--- src/rtl/nibble_serial_addsub.sv ---
// ---------------------------------------------------------------------------
// nibble_serial_addsub
//   Multi-cycle WIDTH-bit add/subtract engine built around one 4-bit
//   ripple-carry slice. An accepted operation is processed one nibble per
//   clock, LSB nibble first, and the slice carry is registered between
//   nibbles. The result and its flags are registered and offered on a
//   valid/ready output handshake.
//
// Ports
//   clk        in   rising-edge clock
//   rst_n      in   asynchronous active-low reset
//   in_valid   in   operand request
//   in_ready   out  idle and able to accept (low while in reset)
//   op_a       in   operand A  [WIDTH-1:0]
//   op_b       in   operand B  [WIDTH-1:0]
//   sub        in   0: A+B, 1: A-B (two's complement)
//   out_valid  out  result available
//   out_ready  in   consumer takes the result
//   result     out  sum / difference modulo 2^WIDTH
//   carry_out  out  final carry (subtract: 1 = no borrow)
//   overflow   out  signed overflow
//   zero       out  result == 0
// ---------------------------------------------------------------------------
module nibble_serial_addsub #(
  parameter int NIBBLES = 4,
  localparam int WIDTH  = 4 * NIBBLES
) (
  input  logic             clk,
  input  logic             rst_n,
  input  logic             in_valid,
  output logic             in_ready,
  input  logic [WIDTH-1:0] op_a,
  input  logic [WIDTH-1:0] op_b,
  input  logic             sub,
  output logic             out_valid,
  input  logic             out_ready,
  output logic [WIDTH-1:0] result,
  output logic             carry_out,
  output logic             overflow,
  output logic             zero
);

  // Counter only needs to reach NIBBLES-1; keep at least one bit.
  localparam int CNT_W = (NIBBLES > 1) ? $clog2(NIBBLES) : 1;
  localparam logic [CNT_W-1:0] LAST_NIB = CNT_W'(NIBBLES - 1);

  localparam logic [1:0] S_IDLE = 2'd0;
  localparam logic [1:0] S_RUN  = 2'd1;
  localparam logic [1:0] S_DONE = 2'd2;

  logic [1:0]       state_q, state_d;
  logic [WIDTH-1:0] a_q, a_d;
  logic [WIDTH-1:0] bx_q, bx_d;
  logic             carry_q, carry_d;
  logic [CNT_W-1:0] cnt_q, cnt_d;
  logic [WIDTH-1:0] result_q, result_d;
  logic             carry_out_q, carry_out_d;
  logic             overflow_q, overflow_d;
  logic             zero_q, zero_d;
  logic             out_valid_q, out_valid_d;

  logic [CNT_W+1:0] base_s;
  logic [3:0]       a_nib_s;
  logic [3:0]       b_nib_s;
  logic [4:0]       slice_s;
  logic [WIDTH-1:0] res_next_s;

  // Ready is decoded from state, but forced low while reset is asserted.
  assign in_ready  = rst_n & (state_q == S_IDLE);
  assign out_valid = out_valid_q;
  assign result    = result_q;
  assign carry_out = carry_out_q;
  assign overflow  = overflow_q;
  assign zero      = zero_q;

  // The single 4-bit ripple slice working on the nibble selected by cnt_q.
  always_comb begin
    base_s     = {cnt_q, 2'b00};
    a_nib_s    = a_q[base_s +: 4];
    b_nib_s    = bx_q[base_s +: 4];
    slice_s    = {1'b0, a_nib_s} + {1'b0, b_nib_s} + {4'b0000, carry_q};
    res_next_s = result_q;
    res_next_s[base_s +: 4] = slice_s[3:0];
  end

  // Sequencer next-state logic.
  always_comb begin
    state_d     = state_q;
    a_d         = a_q;
    bx_d        = bx_q;
    carry_d     = carry_q;
    cnt_d       = cnt_q;
    result_d    = result_q;
    carry_out_d = carry_out_q;
    overflow_d  = overflow_q;
    zero_d      = zero_q;
    out_valid_d = out_valid_q;
    case (state_q)
      S_IDLE: begin
        if (in_valid) begin
          // Subtract is A + ~B + 1: invert B here and seed the carry with sub.
          a_d      = op_a;
          bx_d     = op_b ^ {WIDTH{sub}};
          carry_d  = sub;
          cnt_d    = {CNT_W{1'b0}};
          result_d = {WIDTH{1'b0}};
          state_d  = S_RUN;
        end else begin
          state_d = S_IDLE;
        end
      end
      S_RUN: begin
        result_d = res_next_s;
        carry_d  = slice_s[4];
        if (cnt_q == LAST_NIB) begin
          // Last nibble: the slice MSB is the word MSB, so flags come from here.
          carry_out_d = slice_s[4];
          overflow_d  = (a_nib_s[3] == b_nib_s[3]) & (slice_s[3] != a_nib_s[3]);
          zero_d      = (res_next_s == {WIDTH{1'b0}});
          out_valid_d = 1'b1;
          cnt_d       = {CNT_W{1'b0}};
          state_d     = S_DONE;
        end else begin
          cnt_d = cnt_q + CNT_W'(1);
        end
      end
      S_DONE: begin
        if (out_ready) begin
          out_valid_d = 1'b0;
          state_d     = S_IDLE;
        end else begin
          state_d = S_DONE;
        end
      end
      default: begin
        out_valid_d = 1'b0;
        state_d     = S_IDLE;
      end
    endcase
  end

  // State and datapath registers.
  always_ff @(posedge clk or negedge rst_n) begin
    if (!rst_n) begin
      state_q     <= S_IDLE;
      a_q         <= {WIDTH{1'b0}};
      bx_q        <= {WIDTH{1'b0}};
      carry_q     <= 1'b0;
      cnt_q       <= {CNT_W{1'b0}};
      result_q    <= {WIDTH{1'b0}};
      carry_out_q <= 1'b0;
      overflow_q  <= 1'b0;
      zero_q      <= 1'b0;
      out_valid_q <= 1'b0;
    end else begin
      state_q     <= state_d;
      a_q         <= a_d;
      bx_q        <= bx_d;
      carry_q     <= carry_d;
      cnt_q       <= cnt_d;
      result_q    <= result_d;
      carry_out_q <= carry_out_d;
      overflow_q  <= overflow_d;
      zero_q      <= zero_d;
      out_valid_q <= out_valid_d;
    end
  end

endmodule

--- config.mk ---
export PLATFORM = sky130hd
export DESIGN_NAME = nibble_serial_addsub
export DESIGN_NICKNAME = d
export VERILOG_FILES = /design/src/rtl/nibble_serial_addsub.sv
export SDC_FILE = /design/constraint.sdc
export NUM_CORES = 1
export LEC_CHECK = 0
export CAP_MARGIN = 20
export CORE_MARGIN = 5
export CORE_UTILIZATION = 38
export CTS_BUF_LIST = sky130_fd_sc_hd__clkbuf_8
export DETAILED_ROUTE_END_ITERATION = 7
export GPL_TIMING_DRIVEN = 1
export PLACE_DENSITY = 0.69
export SLEW_MARGIN = 0
export SYNTH_ARGS = -nofsm -noshare
export SYNTH_HDL_FRONTEND = slang
export SYNTH_SLANG_ARGS = --single-unit
--- constraint.sdc ---
create_clock -name clk -period 9.3 [get_ports clk]
set_clock_uncertainty 0.15 [all_clocks]
set_input_delay 1.86 -clock clk [delete_from_list [all_inputs] [get_ports clk]]
set_output_delay 1.86 -clock clk [all_outputs]
set_load 0.02 [all_outputs]
==> reports/results.ini, run 1 <==
[floorplanning]
row_count = 32
die_h_microns = 98.1
ioPinCount = 58
initial_utilization = 0.386
die_area_sq_mm = 0.00962
core_area_sq_mm = 0.00765
die_w_microns = 98.1

[synthesis]
synth.distinct_cells = 44
synth_seq_cells = 57
syn_nets = 313
synth-xor-area-share = 0.0564
ys_seq_area_frac = 0.484
syn_area_sq_mm = 0.00295
synth_area_per_cell_sq_um = 11.1
synth.area.mux_share = 0.129
synthDominantCellAreaShare = 0.484
synth-compound-area-share = 0.123
synth_top_family_by_area = multiplexers
yosys.area_share.simple = 0.121
ys_warn_count = 0
synthFlopType = dfrtp_1
yosysTopAreaCell = dfrtp_1
synthAdderAreaFrac = 0.0518
async_reset_ff_frac = 1.00
synth_edf_count = 0
syn-instance-count = 265
synth.area.top_cells = dfrtp_1 48%, mux2_2 6.1%, mux4_2 6.1%, xnor2_1 5.0%, ha_1 3.8%

[setup_path]
critical_path_arrival_ns = 3.38
worstPathMaxFanout = 58
critical_path.slowest_cell = clkdlybuf4s50_1
end_kind = output port
path_class = in -> out
cp.required_ns = 7.29
max_stage_delay_ns = 0.63
worst-path-buf-inv = 3
start_kind = input pin
path_cells = buf_2 > buf_4 > nor3b_1 > clkdlybuf4s50_1
cp_top_family = buffers and inverters

[placement]
placed_area_sq_mm = 0.00361
portBuffers = 57
dp_hpwl_microns = 4500
finalWeightedCongestion = 0.870

[clock_tree]
cts_resized = 0
post_cts_buffers = 0
cts_tree = built
cts.sinks = 57
cts.clk_slew.worst_paths_ns = 0.06
cts_buffer_depth = 2
cts_made_buffers = 9
htreeDepth = 3
cts_root_buffer = clkbuf_8
cts_hold_buffers = 0
clk_latency_ns = 0.33

[grt]
grt-ovfl-total = 0
grt_antenna_before_repair = 0
grt_max_degree = 62
grt_usage = 0.138
grt_pass1_vias = 2230
grt_pass1_wl_microns = 10600

[power_and_ir_drop]
power_density_mw_per_mm2 = 392
total_power_mw = 1.48
ir_drop_mv = 0.179
p_leak_nw = 1.55

[timing]
fin_crit_ns = 5.39
slew_headroom = 0.393
post-route-period-util = 0.580
final-max-slew-violation-count = 0
tightestPinTransition_ns = 0.908
finalHoldViolCount = 0
setup_violations = 0
hold_ws_ns = 0.350
rsz0062_at_grt = false
max_freq_mhz = 185
tns_ns = 0

[finish]
fill_cells = 702
diodes = 0
final_common_cell = dfrtp_1
final_cell_mix = 57 x dfrtp_1, 56 x clkdlybuf4s50_1, 27 x nor2_1
drive_gt1_frac = 0.146
final_cell_area_sq_mm = 0.00378
layout.nets = 371
syn_to_final_growth_pct = 28.2

[run]
cap_violations = 0

[detailed_routing]
wl_microns = 6240
post_drt_wl_per_cell_microns = 14.5
drtIter0Drc = 112
vias = 2181
drc = 0
ant_nets = 0
dr.pass1.iters = 4
avgViaCountPerCell = 5.07

[hold_path]
hp-class = reg -> reg

[status]
status = completed

-- final cells by class --
cell class / instances / area, sq um / share of cell area
clock buffers: 11 / 151 / 0.0401
clock inverters: 5 / 22.5 / 0.00596
inverters: 10 / 37.5 / 0.00993
multi-input cells: 185 / 1430 / 0.377
flip-flops and latches: 57 / 1430 / 0.377
well taps: 102 / 128 / 0.0338
repair buffers: 60 / 588 / 0.156
-- cell families (layout without fill, tap and decap cells) --
kind of cell,count (synthesis),after routing
mux,26,26
fa+ha+maj,11,11
flops,57,57
buf+inv,23,86
xor+xnor,19,19
simple gates,71,71
compound gates,58,58
-- cells in the mapped netlist (2+ instances only) --
| cell | count |
|---|---|
| mux2i_1 | 2 |
| nor2_1 | 27 |
| a31oi_1 | 2 |
| inv_1 | 10 |
| fa_1 | 2 |
| a21oi_1 | 22 |
| nor3b_1 | 2 |
| a22o_1 | 2 |
| xor2_1 | 2 |
| buf_2 | 7 |
| a22oi_1 | 2 |
| mux4_2 | 8 |
| nand4_1 | 3 |
| a21o_1 | 2 |
| xnor2_1 | 17 |
| o31ai_1 | 2 |
| mux2_2 | 16 |
| dfrtp_1 | 57 |
| or4bb_1 | 2 |
| nand2_1 | 23 |
| ha_1 | 9 |
| o21ai_0 | 13 |
| clkbuf_1 | 5 |
| o22ai_1 | 7 |
| nor4_1 | 2 |
-- final timing paths --
kind                                from  cells after the start  slack, ns         to
worst max-delay path               rst_n                      4       3.91   in_ready
worst min-delay path              a_q[8]                      1       0.35     a_q[8]
worst max register to register  cnt_q[0]                     10       6.01       zero
worst min register to register    a_q[8]                      1       0.35     a_q[8]
max in group asynchronous          rst_n                      2       7.02     a_q[8]
min in group asynchronous          rst_n                      2       1.51  out_valid
-- worst register-to-register path: cells and delay by family (launching register included) --
family / cells / cell delay, ns
DFF: 1 / 0.32
and+or+nand+nor: 2 / 0.37
xor gates and xnor gates: 1 / 0.45
buffers and inverters: 2 / 0.35
adders and majority gates: 2 / 0.63
muxes: 1 / 0.57
AOI/OAI and AO/OA: 2 / 0.37
-- through the flow --
| step | cells | util | setup slack, ns |
|---|---|---|---|
| floorplan | 265 | - | 4.91 |
| global placement | 414 | 0.472 | 3.86 |
| detailed placement | 414 | 0.472 | 3.84 |
| CTS | 430 | 0.494 | 3.83 |
| global route | 430 | 0.494 | 3.73 |
| finish | 430 | 0.494 | 3.91 |
-- metal layers --
layer  vias up  track usage  share of wire
met3        12       0.0357          0.050
li1       1064            -              -
met2        57        0.208           0.46
met1      1048        0.188           0.47
met4         0       0.0639          0.021
met5         -            0              0
-- state kept, by name, summed over array words and instances (netlist names) --
register,count
overflow,1
carry_q,1
cnt_q,2
carry_out,1
zero,1
result,16
state_q,2
out_valid,1
a_q,16
bx_q,16
-- power breakdown --
part | internal, mW | switching, mW | leakage (nW)
sequential | 0.365 | 0.0796 | 0.695
combinational | 0.373 | 0.464 | 0.755
clock | 0.108 | 0.0936 | 0.101
total | 0.846 | 0.637 | 1.55
(Power assumes the default switching activity.)
==> inputs of run 2 (changes only) <==
--- a/config.mk
+++ b/config.mk
@@ -11,7 +11,7 @@
 export CTS_BUF_LIST = sky130_fd_sc_hd__clkbuf_8
 export DETAILED_ROUTE_END_ITERATION = 7
 export GPL_TIMING_DRIVEN = 1
-export PLACE_DENSITY = 0.69
+export PLACE_DENSITY = 0.71
 export SLEW_MARGIN = 0
 export SYNTH_ARGS = -nofsm -noshare
 export SYNTH_HDL_FRONTEND = slang
==> constraint.sdc (replaced) <==
create_clock -name clk -period 4.72 [get_ports clk]
set_clock_uncertainty 0.15 [all_clocks]
set_input_delay 0.944 -clock clk [delete_from_list [all_inputs] [get_ports clk]]
set_output_delay 0.944 -clock clk [all_outputs]
set_load 0.02 [all_outputs]
==> run 2 against run 1 <==
Against the previous run:
- count of clock-buffer cells in the layout shrank 2
- critical path depth grew 5
- flip-flop and latch count stayed put
- critical path type is now reg -> reg
- largest cell class unchanged
==> reports/results.ini, run 2 (synthesis gave the netlist of run 1 again) <==
[grt]
grt-ovfl-total = 0  ; unchanged
grt_pass1_wl_microns = 10800  ; +2.1%
grt_pass1_vias = 2262  ; +1.4%
grt_max_degree = 58  ; -6.5%
grt_usage = 0.143  ; +0.00460
grt_antenna_before_repair = 0  ; unchanged

[floorplanning]
ioPinCount = 58  ; unchanged
die_area_sq_mm = 0.00962  ; unchanged
die_h_microns = 98.1  ; unchanged
die_w_microns = 98.1  ; unchanged
row_count = 32  ; unchanged
initial_utilization = 0.386  ; unchanged
core_area_sq_mm = 0.00765  ; unchanged

[timing]
post-route-period-util = 0.739
slew_headroom = 0.397  ; +0.00401
hold_ws_ns = 0.354  ; +0.00405 ns
fin_crit_ns = 3.49
rsz0062_at_grt = false
finalHoldViolCount = 0  ; unchanged
max_freq_mhz = 287
final-max-slew-violation-count = 0  ; unchanged
setup_violations = 0  ; unchanged
tns_ns = 0  ; unchanged
tightestPinTransition_ns = 0.902  ; -0.00599 ns

[power_and_ir_drop]
p_leak_nw = 1.56  ; +0.62%
total_power_mw = 3.00  ; +100%
ir_drop_mv = 0.297  ; +67%
power_density_mw_per_mm2 = 784  ; +100%

[finish]
diodes = 0  ; unchanged
final_cell_mix = 57 x dfrtp_1, 56 x clkdlybuf4s50_1, 27 x nor2_1
layout.nets = 370  ; -0.27%
drive_gt1_frac = 0.150  ; +0.00351
final_cell_area_sq_mm = 0.00382  ; +1.1%
final_common_cell = dfrtp_1
fill_cells = 677  ; -3.6%
fin_cells = 429  ; -0.23%
syn_to_final_growth_pct = 29.5

[setup_path]
worst_r2r_path_depth = 9  ; -1
path_class = reg -> reg
end_kind = register
r2r-start = cnt_q[0]
path_common_cell = fa_1
critical_path.slowest_cell = dfrtp_1
critPathCapture = zero
r2r_setup_slack_ns = 1.23  ; -4.78 ns
cp.required_ns = 4.82  ; -2.47 ns
path_cells = mux4_2 > fa_1 > inv_1 > fa_1 > xor2_1 > a31oi_1 > nor3_1 > nand4_1 > o31ai_2
r2r_end = zero
startpoint = cnt_q[0]
critical_path_arrival_ns = 3.59  ; +0.21 ns
worstPathMaxFanout = 19  ; -67%
start_kind = register
max_stage_delay_ns = 0.85  ; +0.22 ns

[placement]
dp_hpwl_microns = 4730  ; +5.2%
finalWeightedCongestion = 0.900  ; +3.4%
dp_cells = 413  ; -0.24%
portBuffers = 57  ; unchanged
placed_area_sq_mm = 0.00361  ; +0.14%

[clock_tree]
cts_made_buffers = 9  ; unchanged
htreeDepth = 3  ; unchanged
cts_tree = built
cts.sinks = 57  ; unchanged
cts_buffer_depth = 2  ; unchanged
cts_hold_buffers = 0  ; unchanged
cts.clk_slew.worst_paths_ns = 0.07  ; about the same
post_cts_buffers = 0  ; unchanged
cts_resized = 0  ; unchanged
clk_latency_ns = 0.34  ; about the same
cts_root_buffer = clkbuf_8

[status]
status = completed

[detailed_routing]
dr.pass1.iters = 4  ; unchanged
vias = 2190  ; +0.41%
drc = 0  ; unchanged
post_drt_wl_per_cell_microns = 14.8  ; +2.0%
ant_nets = 0  ; unchanged
avgViaCountPerCell = 5.10  ; +0.65%
wl_microns = 6350  ; +1.7%
drtIter0Drc = 157  ; +40%

[hold_path]
hp-class = reg -> reg

[run]
cap_violations = 0  ; unchanged

## run 2: changes by cell type in the layout (fill, tap and decap cells not counted)
cell	before	now
buf_4	3	1
bufinv_16	0	2
clkbuf_8	11	9
clkinv_2	3	5
inv_1	12	10
buf_12	0	1
## run 2: worst max-delay path: cells and delay by family, from the launching register on
kind / cells / cell delay, ns
flip-flops: 1 / 0.85
adder cells (fa/ha/maj): 2 / 0.62
multiplexers: 1 / 0.61
XOR/XNOR: 1 / 0.41
AND/OR/NAND/NOR: 2 / 0.34
AO/OA/AOI/OAI: 2 / 0.33
buffers and inverters: 1 / 0.08
## run 2: worst min-delay path by stage
stage	startpoint	cells after the start	end	slack, ns
floorplan	a_q[10]	1	a_q[10]	0.33
global placement	a_q[10]	1	a_q[10]	0.33
detailed placement	result[7]	2	result[7]	0.34
CTS	result[7]	2	result[7]	0.36
global route	a_q[14]	1	a_q[14]	0.37
finish	result[7]	2	result[7]	0.35
## run 2: layout make-up
class,instances,area [sq um],area share
sequential,57,1430,0.373
multi-input combinational,185,1430,0.373
timing repair buffer,59,593,0.155
tap,102,128,0.0334
clock buffer,9,124,0.0324
clock inverter,7,85.1,0.0223
inverter,10,37.5,0.00983
## run 2: routing by layer
| metal | vias to the layer above | GRT usage | share of wire |
|---|---|---|---|
| met5 | - | 0 | 0 |
| met4 | 0 | 0.0767 | 0.022 |
| met3 | 12 | 0.0357 | 0.051 |
| met2 | 61 | 0.217 | 0.47 |
| met1 | 1062 | 0.188 | 0.46 |
| li1 | 1055 | - | - |
## run 2: through the flow
stage,setup WS [ns],util
after floorplan,1.67,-
after global placement,1.35,0.472
after detailed placement,1.24,0.472
after CTS,1.22,0.500
after global routing,0.947,0.500
final,1.23,0.500
## run 2: power breakdown
part / switching, mW / internal (mW) / total (mW)
clock network: 0.195 / 0.292 / 0.487
logic: 0.864 / 0.732 / 1.60
registers: 0.193 / 0.719 / 0.912
==> inputs of run 3 (changes only) <==
==> constraint.sdc (replaced) <==
create_clock -name clk -period 3.1 [get_ports clk]
set_clock_uncertainty 0.15 [all_clocks]
set_input_delay 0.62 -clock clk [delete_from_list [all_inputs] [get_ports clk]]
set_output_delay 0.62 -clock clk [all_outputs]
set_load 0.02 [all_outputs]
==> run 3 against run 2 <==
Against the previous run:
- hold slack worse by 0.072 ns
- cell count is 0.93% higher
- critical endpoint unchanged
- highest routed layer unchanged
- global-route usage is 0.60 points higher
==> reports/results.ini, run 3 (synthesis gave the netlist of run 1 again) <==
[finish]
diodes = 0  ; unchanged
layout.nets = 375  ; +1.4%
final_common_cell = dfrtp_1
syn_to_final_growth_pct = 30.6
final_cell_area_sq_mm = 0.00385  ; +0.82%
fill_cells = 704  ; +4.0%
regArea_sq_mm = 0.00143  ; unchanged
drive_gt1_frac = 0.160  ; +0.0103
multiInputGateArea_sq_mm = 0.00143  ; +0.53%
final_cell_mix = 57 x dfrtp_1, 56 x clkdlybuf4s50_1, 27 x nor2_1

[placement]
portBuffers = 57  ; unchanged
finalWeightedCongestion = 0.859  ; -4.6%
placed_area_sq_mm = 0.00365  ; +1.0%
dp_hpwl_microns = 5010  ; +5.8%

[setup_path]
cp.required_ns = 3.20  ; -1.62 ns
worst-path-buf-inv = 1  ; unchanged
worstPathMaxFanout = 5  ; -14
worst_r2r_path_depth = 9  ; unchanged
critical_path.slowest_cell = mux4_2
max_stage_delay_ns = 0.54  ; -0.31 ns
path_cells = mux4_2 > fa_1 > inv_1 > fa_1 > xor2_2 > a31oi_1 > nor3_1 > nand4_1 > o31ai_2
r2r-start = cnt_q[0]
cp_top_family = adder cells
path_class = reg -> reg
end_kind = register
r2r_setup_slack_ns = 0.25  ; -0.98 ns
startpoint = cnt_q[0]
path_common_cell = fa_1
critical_path_arrival_ns = 2.94  ; -0.65 ns
start_kind = register
r2r_end = zero

[detailed_routing]
post_drt_wl_per_cell_microns = 15.5  ; +4.4%
avgViaCountPerCell = 5.13  ; +0.57%
vias = 2223  ; +1.5%
dr.pass1.iters = 4  ; unchanged
drc = 0  ; unchanged
drtIter0Drc = 83  ; -47%
ant_nets = 0  ; unchanged
wl_microns = 6690  ; +5.4%

[timing]
post-route-period-util = 0.918  ; +0.179
fin_crit_ns = 2.85  ; -0.644 ns
rsz0062_at_grt = false
max_freq_mhz = 351  ; +23%
tightestPinTransition_ns = 0.707  ; -0.195 ns
tns_ns = 0  ; unchanged
setup_violations = 0  ; unchanged
finalHoldViolCount = 0  ; unchanged
final-max-slew-violation-count = 0  ; unchanged
slew_headroom = 0.529  ; +0.132

[power_and_ir_drop]
total_power_mw = 4.62  ; +54%
p_leak_nw = 1.58  ; +1.3%
ir_drop_mv = 0.536  ; +80%
power_density_mw_per_mm2 = 1200  ; +53%

[grt]
grt-ovfl-total = 0  ; unchanged
grt_pass1_vias = 2339  ; +3.4%
grt_usage = 0.149  ; +0.00597
grt_antenna_before_repair = 0  ; unchanged
grt_pass1_wl_microns = 11400  ; +5.2%
grt_max_degree = 58  ; unchanged

[clock_tree]
cts_tree = built
cts_resized = 0  ; unchanged
htreeDepth = 3  ; unchanged
cts.clk_slew.worst_paths_ns = 0.06  ; about the same
cts_buffer_depth = 2  ; unchanged
clk_latency_ns = 0.33  ; about the same
cts_hold_buffers = 0  ; unchanged
cts_root_buffer = clkbuf_8
post_cts_buffers = 0  ; unchanged
cts_made_buffers = 9  ; unchanged
cts.sinks = 57  ; unchanged

[floorplanning]
ioPinCount = 58  ; unchanged
die_area_sq_mm = 0.00962  ; unchanged
initial_utilization = 0.386  ; unchanged
die_w_microns = 98.1  ; unchanged
die_h_microns = 98.1  ; unchanged
row_count = 32  ; unchanged
core_area_sq_mm = 0.00765  ; unchanged

[run]
cap_violations = 0  ; unchanged

[status]
status = completed

[hold_path]
hp-class = in -> async

run 3: through the flow:
step,setup slack (ns),hold slack (ns),utilization,std cells
after global routing,0.00173,0.368,0.504,433
after detailed placement,0.147,0.343,0.477,418
after CTS,0.132,0.318,0.503,433
final,0.255,0.282,0.504,433
after floorplan,0.0536,0.174,-,265
after global placement,0.212,0.336,0.477,418
run 3: layout make-up:
cell class / instances / share of cell area
timing repair buffer: 64 / 0.164
clock buffer: 11 / 0.0393
inverter: 10 / 0.00975
tap: 102 / 0.0331
multi-input combinational: 185 / 0.372
clock inverter: 4 / 0.0114
sequential: 57 / 0.370
run 3: per-layer routing:
metal  track usage  vias to the layer above  share of wire
met3        0.0364                        9          0.055
met2         0.249                       63           0.49
li1              -                     1065              -
met4        0.0447                        0          0.013
met1         0.191                     1086           0.44
met5             0                        -              0
run 3: worst max-delay path by stage:
stage                end  slack, ns  cells past startpoint
floorplan           zero       0.05                     10
global placement    zero       0.21                      9
detailed placement  zero       0.15                      9
CTS                 zero       0.13                      9
global route        zero      0.002                      8
finish              zero       0.25                      9
run 3: report_power, final:
part           leakage (nW)  switching (mW)  internal (mW)
Clock                 0.106           0.278          0.404
Sequential            0.695           0.238           1.10
Combinational         0.780            1.43           1.17
Total                  1.58            1.95           2.67
